<file path="config.mk">
export PLATFORM = sky130hd
export DESIGN_NAME = alu_rr_sequencer
export DESIGN_NICKNAME = d
export VERILOG_FILES = /design/src/rtl/alu_rr_pkg.sv /design/src/rtl/alu_rr_legal_check.sv /design/src/rtl/alu_rr_sequencer.sv
export SDC_FILE = /design/constraint.sdc
export NUM_CORES = 1
export LEC_CHECK = 0
export CORE_MARGIN = 3
export CORE_UTILIZATION = 45
export DETAILED_ROUTE_END_ITERATION = 12
export PLACE_DENSITY_LB_ADDON = 0.1
export RECOVER_POWER = 50
export SYNTH_ARGS = -nofsm -noshare
export SYNTH_HDL_FRONTEND = slang
export SYNTH_SLANG_ARGS = --single-unit
</file>
<file path="constraint.sdc">
create_clock -name clock -period 4.9 [get_ports clock]
set_input_delay 1.47 -clock clock [delete_from_list [all_inputs] [get_ports clock]]
set_output_delay 1.47 -clock clock [all_outputs]
set_load 0.01 [all_outputs]
</file>
<file path="src/rtl/alu_rr_pkg.sv">
// Shared types and encodings for the R-type ALU sequencer.
package alu_rr_pkg;

  typedef enum logic [1:0] {
    ST_IDLE      = 2'd0,
    ST_ISSUE     = 2'd1,
    ST_WAIT      = 2'd2,
    ST_WRITEBACK = 2'd3
  } state_t;

  localparam logic [6:0] FUNCT7_BASE    = 7'b0000000;
  localparam logic [6:0] FUNCT7_ALT     = 7'b0100000;
  localparam logic [2:0] FUNCT3_ADD_SUB = 3'b000;
  localparam logic [2:0] FUNCT3_SRL_SRA = 3'b101;

endpackage

</file>
<file path="src/rtl/alu_rr_legal_check.sv">
// Combinational legality decode of an R-type funct7/funct3 pair.
module alu_rr_legal_check
  import alu_rr_pkg::*;
(
  input  logic [2:0] funct3,
  input  logic [6:0] funct7,
  output logic       legal
);

  always_comb begin
    legal = 1'b0;
    if (funct7 == FUNCT7_BASE) begin
      legal = 1'b1;
    end else if (funct7 == FUNCT7_ALT &&
                 (funct3 == FUNCT3_ADD_SUB || funct3 == FUNCT3_SRL_SRA)) begin
      legal = 1'b1;
    end
  end

endmodule

</file>
<file path="src/rtl/alu_rr_sequencer.sv">
// Issues one R-type op to the external ALU, waits its latency, and hands the
// result to register-file writeback.
//
// state        | meaning
// -------------+--------------------------------------------------------
// ST_IDLE      | ready for a new op; illegal ops are rejected here
// ST_ISSUE     | alu_enable high for one cycle, wait counter loaded
// ST_WAIT      | counting down ALU latency; result captured at count 1
// ST_WRITEBACK | wb_valid high until the register file takes it
module alu_rr_sequencer
  import alu_rr_pkg::*;
#(
  parameter int unsigned ALU_LATENCY = 1
) (
  input  logic        clock,
  input  logic        reset,
  input  logic        in_valid,
  output logic        in_ready,
  input  logic [2:0]  in_funct3,
  input  logic [6:0]  in_funct7,
  input  logic [31:0] in_rs1_data,
  input  logic [31:0] in_rs2_data,
  input  logic [4:0]  in_rd,
  output logic        alu_enable,
  output logic [2:0]  alu_funct3,
  output logic [6:0]  alu_funct7,
  output logic [31:0] alu_operand_0,
  output logic [31:0] alu_operand_1,
  input  logic [31:0] alu_result,
  output logic        wb_valid,
  input  logic        wb_ready,
  output logic [4:0]  wb_rd,
  output logic [31:0] wb_data,
  output logic        illegal_instr,
  output logic        busy,
  output logic [31:0] retired_count
);

  localparam logic [3:0] LAT_LOAD = 4'(ALU_LATENCY);

  state_t      state;
  logic [2:0]  funct3_q;
  logic [6:0]  funct7_q;
  logic [31:0] rs1_q;
  logic [31:0] rs2_q;
  logic [4:0]  rd_q;
  logic [31:0] wb_data_q;
  logic [3:0]  wait_cnt;
  logic [31:0] retired_q;
  logic        illegal_q;
  logic        legal;

  alu_rr_legal_check u_legal (
    .funct3 (in_funct3),
    .funct7 (in_funct7),
    .legal  (legal)
  );

  always_ff @(posedge clock) begin
    if (reset) begin
      state     <= ST_IDLE;
      funct3_q  <= '0;
      funct7_q  <= '0;
      rs1_q     <= '0;
      rs2_q     <= '0;
      rd_q      <= '0;
      wb_data_q <= '0;
      wait_cnt  <= '0;
      retired_q <= '0;
      illegal_q <= 1'b0;
    end else begin
      illegal_q <= 1'b0;
      case (state)
        ST_IDLE: begin
          if (in_valid) begin
            funct3_q <= in_funct3;
            funct7_q <= in_funct7;
            rs1_q    <= in_rs1_data;
            rs2_q    <= in_rs2_data;
            rd_q     <= in_rd;
            if (legal) state <= ST_ISSUE;
            else       illegal_q <= 1'b1;
          end
        end
        ST_ISSUE: begin
          wait_cnt <= LAT_LOAD;
          state    <= ST_WAIT;
        end
        ST_WAIT: begin
          wait_cnt <= wait_cnt - 4'd1;
          if (wait_cnt == 4'd1) begin
            wb_data_q <= alu_result;
            // Writes to x0 retire without a writeback request.
            if (rd_q != 5'd0) begin
              state <= ST_WRITEBACK;
            end else begin
              state     <= ST_IDLE;
              retired_q <= retired_q + 32'd1;
            end
          end
        end
        ST_WRITEBACK: begin
          if (wb_ready) begin
            state     <= ST_IDLE;
            retired_q <= retired_q + 32'd1;
          end
        end
        default: state <= ST_IDLE;
      endcase
    end
  end

  assign in_ready      = (state == ST_IDLE);
  assign busy          = (state != ST_IDLE);
  assign alu_enable    = (state == ST_ISSUE);
  assign wb_valid      = (state == ST_WRITEBACK);
  assign alu_funct3    = funct3_q;
  assign alu_funct7    = funct7_q;
  assign alu_operand_0 = rs1_q;
  assign alu_operand_1 = rs2_q;
  assign wb_rd         = rd_q;
  assign wb_data       = wb_data_q;
  assign illegal_instr = illegal_q;
  assign retired_count = retired_q;

endmodule

</file>
# --- Word-level counts from Yosys, hierarchy flattened ---
# Cells that the tools add are included.
word_totals:
  input_bits: 115
  out_inout_bits: 148
  wordCells: 53
  regBits: 150
classes:
  add_sub_neg: 2
  bitwise_logic: 2
  n_reduce_logical: 14
  mux: 14
  eq_ne: 11
op_table:
  columns: ["cell", "n"]
  rows:
  - ["32-bit two-way mux", 3]
  - ["32-bit one-hot mux with 2 select lines", 1]
  - ["32-bit by 1-bit adder with 32-bit output, second input constant", 1]
  - ["2-bit two-way mux", 5]
  - ["2-bit one-hot mux with 4 select lines", 1]
  - ["4-bit one-hot mux with 2 select lines", 1]
  - ["4-bit AND reduction", 2]
  - ["7-bit by 6-bit == test with 1-bit output, second input constant", 1]
  - ["7-bit logical NOT", 1]
  - ["2-bit inequality test, second input constant", 3]
  - ["2-bit nonzero test", 3]
  - ["5-bit nonzero test", 1]
  - ["2-bit == test, second input constant", 2]
  - ["4-bit by 1-bit == test with 1-bit output, second input constant", 1]
  - ["2-bit by 1-bit inequality test with 1-bit output, second input constant", 2]
  - ["2-bit AND reduction", 2]
  - ["4-bit by 1-bit subtractor with 4-bit output, second input constant", 1]
  - ["3-bit == test, second input constant", 1]
  - ["3-bit logical NOT", 1]
  - ["1-bit two-way mux", 3]
  - ["3-bit OR reduction", 1]
  - ["2-bit by 1-bit == test with 1-bit output, second input constant", 1]
  - ["2-bit logical NOT", 1]
  - ["1-bit NOT", 2]
  - ["other kinds (2)", 2]

# --- Depth between registers and ports, before layout ---
# Gate-level depths: netlist (run 1).
logic_depth:
  ltp_word: 8
  depth_mapped: 9
  ltp_nobuf: 7

# --- Cells and area by module ---
# From an unflattened synthesis (run 1), not the netlist that was laid out.
hier_totals:
  hier_cells: 729
  area_unflattened_um2: 5798.1
by_module_without_submodules:
  columns: ["mod", "instances", "cells_each", "area_per_inst_um2", "seq_area_each_um2"]
  rows:
  - ["alu_rr_sequencer", 1, 724, 5768.0, 3002.9]
  - ["alu_rr_legal_check", 1, 5, 30.0, 0.0]

# --- Least setup slack after synthesis (run 1) ---
# Ideal clock, no wire load.
synth_path:
  path_type: "input to register"
  start: "input wb_ready"
  end: "register retired_q[24], in the netlist retired_count[24]"
  stages: 5
  setup_slack_ns: 1.721
  path_buffers: 0
  t_required_ns: 4.777
  arrival_ns: 3.056
  setup_time_ns: 0.123
  path_cell_list: "and2b_2 -> a2111oi_4 -> nand4_2 -> nor3_1 -> mux2_1"
synth_via:
  elab_chain_len: 2
synth_rtl:
  columns: ["element", "line_no", "text"]
  rows:
  - ["start: declaration", "alu_rr_sequencer.sv:31", "input logic wb_ready,"]
  - ["2-bit by 1-bit inequality test with 1-bit output (no source line)", null, null]
  - ["4-bit AND reduction (no source line)", null, null]
  - ["end signal: assignment", "alu_rr_sequencer.sv:98", "retired_q <= retired_q + 32'd1;"]
  - ["end signal: assignment", "alu_rr_sequencer.sv:105", "retired_q <= retired_q + 32'd1;"]
  - ["end: declaration", "alu_rr_sequencer.sv:49", "logic [31:0] retired_q;"]
# Every way passes these cells.
# A chain may end at the register's enable or synchronous reset.

# --- Final worst setup path (run 1) ---
layout_path:
  start: "input reset"
  end: "register rs1_q[11], in the netlist alu_operand_0[11]"
layout_lines:
  columns: ["element", "line_no", "text"]
  rows:
  - ["start: declaration", "alu_rr_sequencer.sv:16", "input logic reset,"]
  - ["end signal: assignment", "alu_rr_sequencer.sv:78", "rs1_q <= in_rs1_data;"]
  - ["end: declaration", "alu_rr_sequencer.sv:44", "logic [31:0] rs1_q;"]
# No word-level cell between the ends.

==> results of run 1 <==
-- state kept, by name, indices dropped and copies added, names as in the netlist --
signal and count:
alu_operand_0 32, alu_operand_1 32, retired_count 32, wb_data 32, alu_funct7 7, wb_rd 5
wait_cnt 4, alu_funct3 3, state 2, illegal_instr 1
-- layout make-up --
type / count / share of cell area
sequential: 150 / 0.3290
timing repair buffer: 267 / 0.2906
multi-input combinational: 522 / 0.2828
clock buffer: 19 / 0.04963
tap: 168 / 0.02303
clock inverter: 13 / 0.01947
inverter: 13 / 0.005347
-- cells by family after synthesis --
family                   count (synthesis)  synth area share
XOR/XNOR                                12           0.01808
flip-flops                             150            0.5165
AO/OA/AOI/OAI                          161            0.1504
buffers and inverters                   58           0.04067
adder cells (fa/ha/maj)                  8           0.01722
AND/OR/NAND/NOR                        338            0.2513
multiplexers                             3          0.005810
-- layer usage --
| metal | track usage | share of wire | vias to the layer above |
|---|---|---|---|
| li1 | - | - | 2915 |
| met1 | 0.2741 | 0.39 | 2787 |
| met2 | 0.4484 | 0.51 | 211 |
| met3 | 0.09001 | 0.079 | 35 |
| met4 | 0.08590 | 0.025 | 0 |
| met5 | 0 | 0 | - |
-- power groups by stage --
stage          combinational [W]  clock [W]  sequential (W)
6_report                0.000808    0.00138         0.00140
5_1_grt                 0.000885    0.00145         0.00141
4_1_cts                 0.000841    0.00140         0.00140
3_5_place_dp            0.000834          0         0.00143
3_3_place_gp            0.000810          0         0.00142
2_1_floorplan           0.000361          0         0.00147
-- cells in the final DEF (no fill, tap or decap), drive strengths merged, types with 4 or more instances in the layout --
master,count
inv,14
o31ai,5
dlygate4sd3,90
bufinv,4
clkbuf,21
dfxtp,150
buf,4
nor3,6
nor2,27
a21oi,131
or4,6
nand4,7
clkinv,6
nand3,20
xor2,9
ha,8
nand2,239
clkdlybuf4s50,171
or3,16
o21ai,17
-- how the worst max path moves through the flow --
| stage | from | end | depth (start not counted) |
|---|---|---|---|
| 6_report | reset | alu_operand_0[11] | 3 |
| 2_1_floorplan | wb_ready | retired_count[24] | 5 |
| 3_3_place_gp | wb_ready | retired_count[25] | 6 |
| 4_1_cts | wb_ready | retired_count[23] | 6 |
| 3_5_place_dp | wb_ready | retired_count[23] | 6 |
| 5_1_grt | reset | alu_operand_0[29] | 3 |
-- worst register-to-register path, delay by kind of cell (launching register included) --
| family | cells | cell delay, ns |
|---|---|---|
| and+or+nand+nor | 3 | 1.52 |
| AOI/OAI and AO/OA | 2 | 0.88 |
| DFF | 1 | 0.40 |
| adders and majority gates | 1 | 0.18 |
-- stage by stage --
stage / utilization / total power, W
after floorplan: - / 0.001832
after global routing: 0.7413 / 0.003751
after global placement: 0.6904 / 0.002230
after detailed placement: 0.6904 / 0.002264
after CTS: 0.7417 / 0.003645
final: 0.7413 / 0.003591
==> results.md, run 1 <==
- Status: finished with violations
- Failing checks: max-capacitance violations, max-slew violations
- Post-CTS Setup Repair Bufs: 0
- Io pins: approximately 260
- Flop-to-flop setup slack: 1.83 ns
- H-tree Lvls: 4
- Clock skew: 0.008143 ns
- Hold path start: alu_operand_0[1]
- Slowest cell delay on critical path: 1.43 ns
- Port Buffers: 262
- Die Y: approximately 120 um
- Final setup violation count: 0
- CP cell instances: clkbuf_2 -> clkbuf_2 -> a21oi_1
- Post-Syn Area: 5814 um2
- Syn_nets: around 850
- Static Leak: 3.547 nW
- Post-place setup slack: just over 0.8 ns
- Worst-skew pair later-pin latency: 0.42 ns
- Rows: 40
- Final Instance Area: about 9100 um2
- Flip-flop and latch area: 3003 um2
- CP arrival: 4.08 ns
- P_int: 0.002584 W
- Routed len/inst: roughly 16 um
- CTS tree: yes
- DIE AREA: 14320 um2
- Slowest cell on crit path: clkbuf_2
- Worst hold path class: register to register
- Critical Path Most Common Cell: clkbuf_2
- Crit path buffers/inverters: 2
- CTS Buf Count: 17
- Max Slew Vio Count: 106
- Drt pass-1 iters: 4
- Initial core utilization: 0.4723
- Crit end category: register
- Overflow after GRT: 0
- Number of global-route vias before repair: around 5.6k
- Mapped Cells: 730
- Core area: approximately 12000 um2
- Crit share post-route: 0.7826
- Hold Path End: alu_operand_0[1]
- Unrepaired setup endpoints after global routing: false
- Peak Freq: 260.8 MHz
- Area of the multi-input gates: 2581 um2
- Min cycle time layout: around 3.8 ns
- Total Wirelength: 18490 um
- GP Congestion: 0.8103
- Via density: around 5.2
- Most common cell in the netlist: nand2_1
- Crit Path Max Fanout: 105
- TNS Setup: 0 ns
- Combinational share of power: 0.225
- Initial DRC count: 412
- Share of cells above drive strength 1: 0.05183
- Antenna cells: 0
- Die X-Extent: between 100 and 150 um
- CTS Sinks: 150
- Power per Cell Area: 393.5 nW/um2
- Post-synth EDFFs: 0
- Final hold vios: 0
- R2r worst-path depth: 6
- Antenna viol nets, final: 0
- Most frequent cells after synthesis: 239 x nand2_1, 150 x dfxtp_1, 131 x a21oi_1, 39 x clkbuf_1, 27 x nor2_1
- Worst Tran Pin Value: roughly 2.1 ns
- Final cell count without fillers: 1152
- Reg2reg start: wait_cnt[0]
- Synth warn: 0
- Async SR Flop Fraction: 0
- Fillers: 938
- First-pass GRT wire length: 28650 um
- Sequential Power Share: 0.390
- Via count: around 6k
- Worst path top cell family by delay: buffers and inverters
- VDD IR-drop max: 0.0002516 V
- Avg Cell Area, Syn: around 8.0 um2
- Area contributors post-synth: dfxtp_1 52%, nand2_1 15%, a21oi_1 11%
- Sw Share: 0.2805
- FF+latch count, synth: 150
- Final setup margin: 1.065 ns
- Synth top area share: 0.5165
- Residual DRC: 0
- Crit path required time: between 5 and 6 ns
- Hold-fix buffers, CTS: 0
- Slew margin rel.: -0.3957
- Gr usage total: 0.2506
- Dpl cells: 1120
- Clock-pin transition on the worst setup and hold timing paths: about 0.060 ns
- DP Area: 8501 um2
- Reg2reg end: retired_count[23]
- Post-synthesis sequential area ratio: 0.5165
- Post-CTS Resized: 0
- Max cap viols: 1
- Synth area leader: dfxtp_1
- Post-synth top flop: dfxtp_1
- P&R area growth vs syn: 56.96%
- Clock group share of total power: 0.385
- Post-DP HPWL: around 13000 um
- Longest Clk Path Bufs: 2
- Antenna violations before repair: 0
- Startpoint Class: input pin
- P_sw: roughly 0.0010 W
- Largest net degree at the start of global routing: ~110
- Fin Hold WS: between 0.4 and 0.5 ns
- Netlist cell types: 42
- WS Path Type: input pin to register
- # nets final: 1094
- Root buf cell: clkbuf_16
- Hold path depth: 2
Power figures use the tool's default switching activity.
==> inputs of run 2 (changes only) <==
--- a/config.mk
+++ b/config.mk
@@ -6,7 +6,7 @@
 export NUM_CORES = 1
 export LEC_CHECK = 0
 export CORE_MARGIN = 3
-export CORE_UTILIZATION = 45
+export CORE_UTILIZATION = 38
 export DETAILED_ROUTE_END_ITERATION = 12
 export PLACE_DENSITY_LB_ADDON = 0.1
 export RECOVER_POWER = 50
==> constraint.sdc (replaced) <==
create_clock -name clock -period 3.2 [get_ports clock]
set_input_delay 0.96 -clock clock [delete_from_list [all_inputs] [get_ports clock]]
set_output_delay 0.96 -clock clock [all_outputs]
set_load 0.01 [all_outputs]
==> run 2 against run 1 <==
- the run still ends with max-capacitance violations, max-slew violations left
- die area grew 17%
- largest power group unchanged
- clock power grew 37%
- via count fell by 4.3%
- hold slack is essentially flat
- highest routed layer unchanged
- largest cell class unchanged
- total power increased by 47%
- non-clock buffer count grew 6
==> results.md, run 2 (same netlist as run 1, synthesis figures left out) <==
- Status: finished with violations (unchanged)
- Failing checks: max-capacitance violations, max-slew violations (unchanged)
- Clock skew: 0.008172 ns (was 0.008143 ns)
- Residual DRC: 0 (unchanged)
- Slowest cell delay on critical path: 0.53 ns (was 1.43 ns)
- Overflow after GRT: 0 (unchanged)
- GR Layer Usage met3: 0.05608 (was 0.09001)
- Unrepaired setup endpoints after global routing: false (unchanged)
- H-tree Lvls: 4 (unchanged)
- Post-CTS Setup Repair Bufs: 0 (unchanged)
- Die X-Extent: 129.7 um (was 119.7 um)
- Via count: 5690 (was 5948)
- First-pass GRT wire length: 26920 um (was 28650 um)
- Met2 Usage GRT: 0.3239 (was 0.4484)
- Hold path start: wb_data[24] (was alu_operand_0[1])
- CTS tree: yes (unchanged)
- GR peak layer: met2 (unchanged)
- DP Area: 8603 um2 (was 8501 um2)
- Initial DRC count: 325 (was 412)
- Worst Tran Pin Value: 1.585 ns (was 2.093 ns)
- Final setup violation count: 0 (unchanged)
- TNS Setup: 0 ns (unchanged)
- Number of global-route vias before repair: 5209 (was 5636)
- Gr usage total: 0.2012 (was 0.2506)
- Crit Path Max Fanout: 5 (was 105)
- Crit end category: primary output (was register)
- Die Y: 129.7 um (was 119.7 um)
- Most common cell after layout, fill and taps aside: nand2_1 (unchanged)
- Antenna violations before repair: 0 (unchanged)
- CTS Buf Count: 17 (unchanged)
- DIE AREA: 16820 um2 (was 14320 um2)
- Power per Cell Area: 579.1 nW/um2 (was 393.5 nW/um2)
- Longest Clk Path Bufs: 2 (unchanged)
- CP arrival: 1.83 ns (was 4.08 ns)
- Post-CTS Resized: 0 (unchanged)
- Worst hold path class: register to register (unchanged)
- Worst-skew pair later-pin latency: 0.42 ns (about the same)
- Static Leak: 3.353 nW (was 3.547 nW)
- Final setup margin: 0.4109 ns (was 1.065 ns)
- Crit share post-route: 0.8716
- Most frequent cells in the layout: 239 x nand2_1, 232 x clkdlybuf4s50_1, 150 x dfxtp_1 (was 238 x nand2_1, 171 x clkdlybuf4s50_1, 150 x dfxtp_1)
- Max cap viols: 1 (unchanged)
- P&R area growth vs syn: 57.26% (was 56.96%)
- Drt pass-1 iters: 4 (unchanged)
- Final Instance Area: 9144 um2 (was 9126 um2)
- Crit path required time: 2.24 ns (was 5.15 ns)
- Max Slew Vio Count: 35 (was 106)
- Final hold vios: 0 (unchanged)
- Fillers: 1376 (was 938)
- Min cycle time layout: 2.789 ns
- Reg2reg start: wait_cnt[0] (unchanged)
- Slew margin rel.: -0.05699 (was -0.3957)
- VDD IR-drop max: 0.0004238 V (was 0.0002516 V)
- Critical Path Most Common Cell: inv_1 (was clkbuf_2)
- Via density: 4.851 (was 5.163)
- Peak Freq: 358.5 MHz
- Antenna cells: 0 (unchanged)
- Final cell count without fillers: 1173 (was 1152)
- Startpoint Class: register (was input pin)
- Met1 Use GR: 0.2586 (was 0.2741)
- Dpl cells: 1142 (was 1120)
- Area of the multi-input gates: 2571 um2 (was 2581 um2)
- Hold-fix buffers, CTS: 0 (unchanged)
- Routed len/inst: 15.01 um (was 16.05 um)
- Post-DP HPWL: 12440 um (was 13270 um)
- CTS Sinks: 150 (unchanged)
- Flip-flop and latch area: 3003 um2 (unchanged)
- Clock-pin transition on the worst setup and hold timing paths: 0.06 ns (about the same)
- WS Path Type: register to primary output (was input pin to register)
- Slowest cell on crit path: clkdlybuf4s50_1 (was clkbuf_2)
- Fin Hold WS: 0.4494 ns (was 0.4498 ns)
- # nets final: 1100 (was 1094)
- Initial core utilization: 0.3941 (was 0.4723)
- CP cell instances: inv_1 -> ha_1 -> inv_1 -> clkdlybuf4s50_1 (was clkbuf_2 -> clkbuf_2 -> a21oi_1)
- Post-place setup slack: 0.06057 ns (was 0.8202 ns)
- Critical path startpoint: state[0] (was reset)
- Antenna viol nets, final: 0 (unchanged)
- Io pins: 263 (unchanged)
- Root buf cell: clkbuf_16 (unchanged)
- Largest net degree at the start of global routing: 75 (was 106)
- Core area: 14750 um2 (was 12310 um2)
- Total Wirelength: 17610 um (was 18490 um)
- Share of cells above drive strength 1: 0.04954 (was 0.05183)
- Port Buffers: 262 (unchanged)
- Rows: 44 (was 40)
- GP Congestion: 0.7691 (was 0.8103)
==> run 2: cell types whose count changed in the layout (fill, tap and decap cells not counted), moves of 2 or more <==
cell and change:
buf_12 +3, buf_4 +3, bufinv_16 -3, clkbuf_1 +2, clkbuf_2 -2, clkdlybuf4s50_1 +61, clkinvlp_4 +3, dlygate4sd3_1 -61
==> run 2: final cells by class <==
class / instances / share of cell area
clock inverters: 12 / 0.01149
flip-flops and latches: 150 / 0.3284
clock buffers: 19 / 0.04953
inverters: 13 / 0.005337
well taps: 184 / 0.02518
multi-input cells: 522 / 0.2812
repair buffers: 273 / 0.2989
==> run 2: final timing paths <==
check | cells past startpoint | end | slack [ns]
setup / recovery | 4 | busy | 0.41
hold / removal | 2 | wb_data[24] | 0.45
setup reg to reg | 7 | retired_count[24] | 0.68
hold reg to reg | 2 | wb_data[24] | 0.45
==> run 2: layer usage <==
layer / share of wire / vias up
li1: - / 2924
met1: 0.44 / 2567
met2: 0.47 / 175
met3: 0.069 / 24
met4: 0.018 / 0
met5: 0 / -
==> run 2: through the flow <==
stage	utilization	total power, W
6_report	0.6197	0.005295
3_3_place_gp	0.5831	0.003470
5_1_grt	0.6197	0.005569
3_5_place_dp	0.5831	0.003485
2_1_floorplan	-	0.002805
4_1_cts	0.6209	0.005381
==> run 2: power by group <==
group	internal (W)	switching [W]	leakage [nW]	total, W
combinational	0.000615	0.000650	1.87	0.00127
sequential	0.00205	0.0000941	1.22	0.00214
clock	0.00110	0.000789	0.263	0.00189
==> run 2: critical path, delay by kind of cell (launching register included) <==
kind | cells | cell delay, ns
adder cells (fa/ha/maj) | 1 | 0.28
buffers and inverters | 3 | 0.71
flip-flops | 1 | 0.42
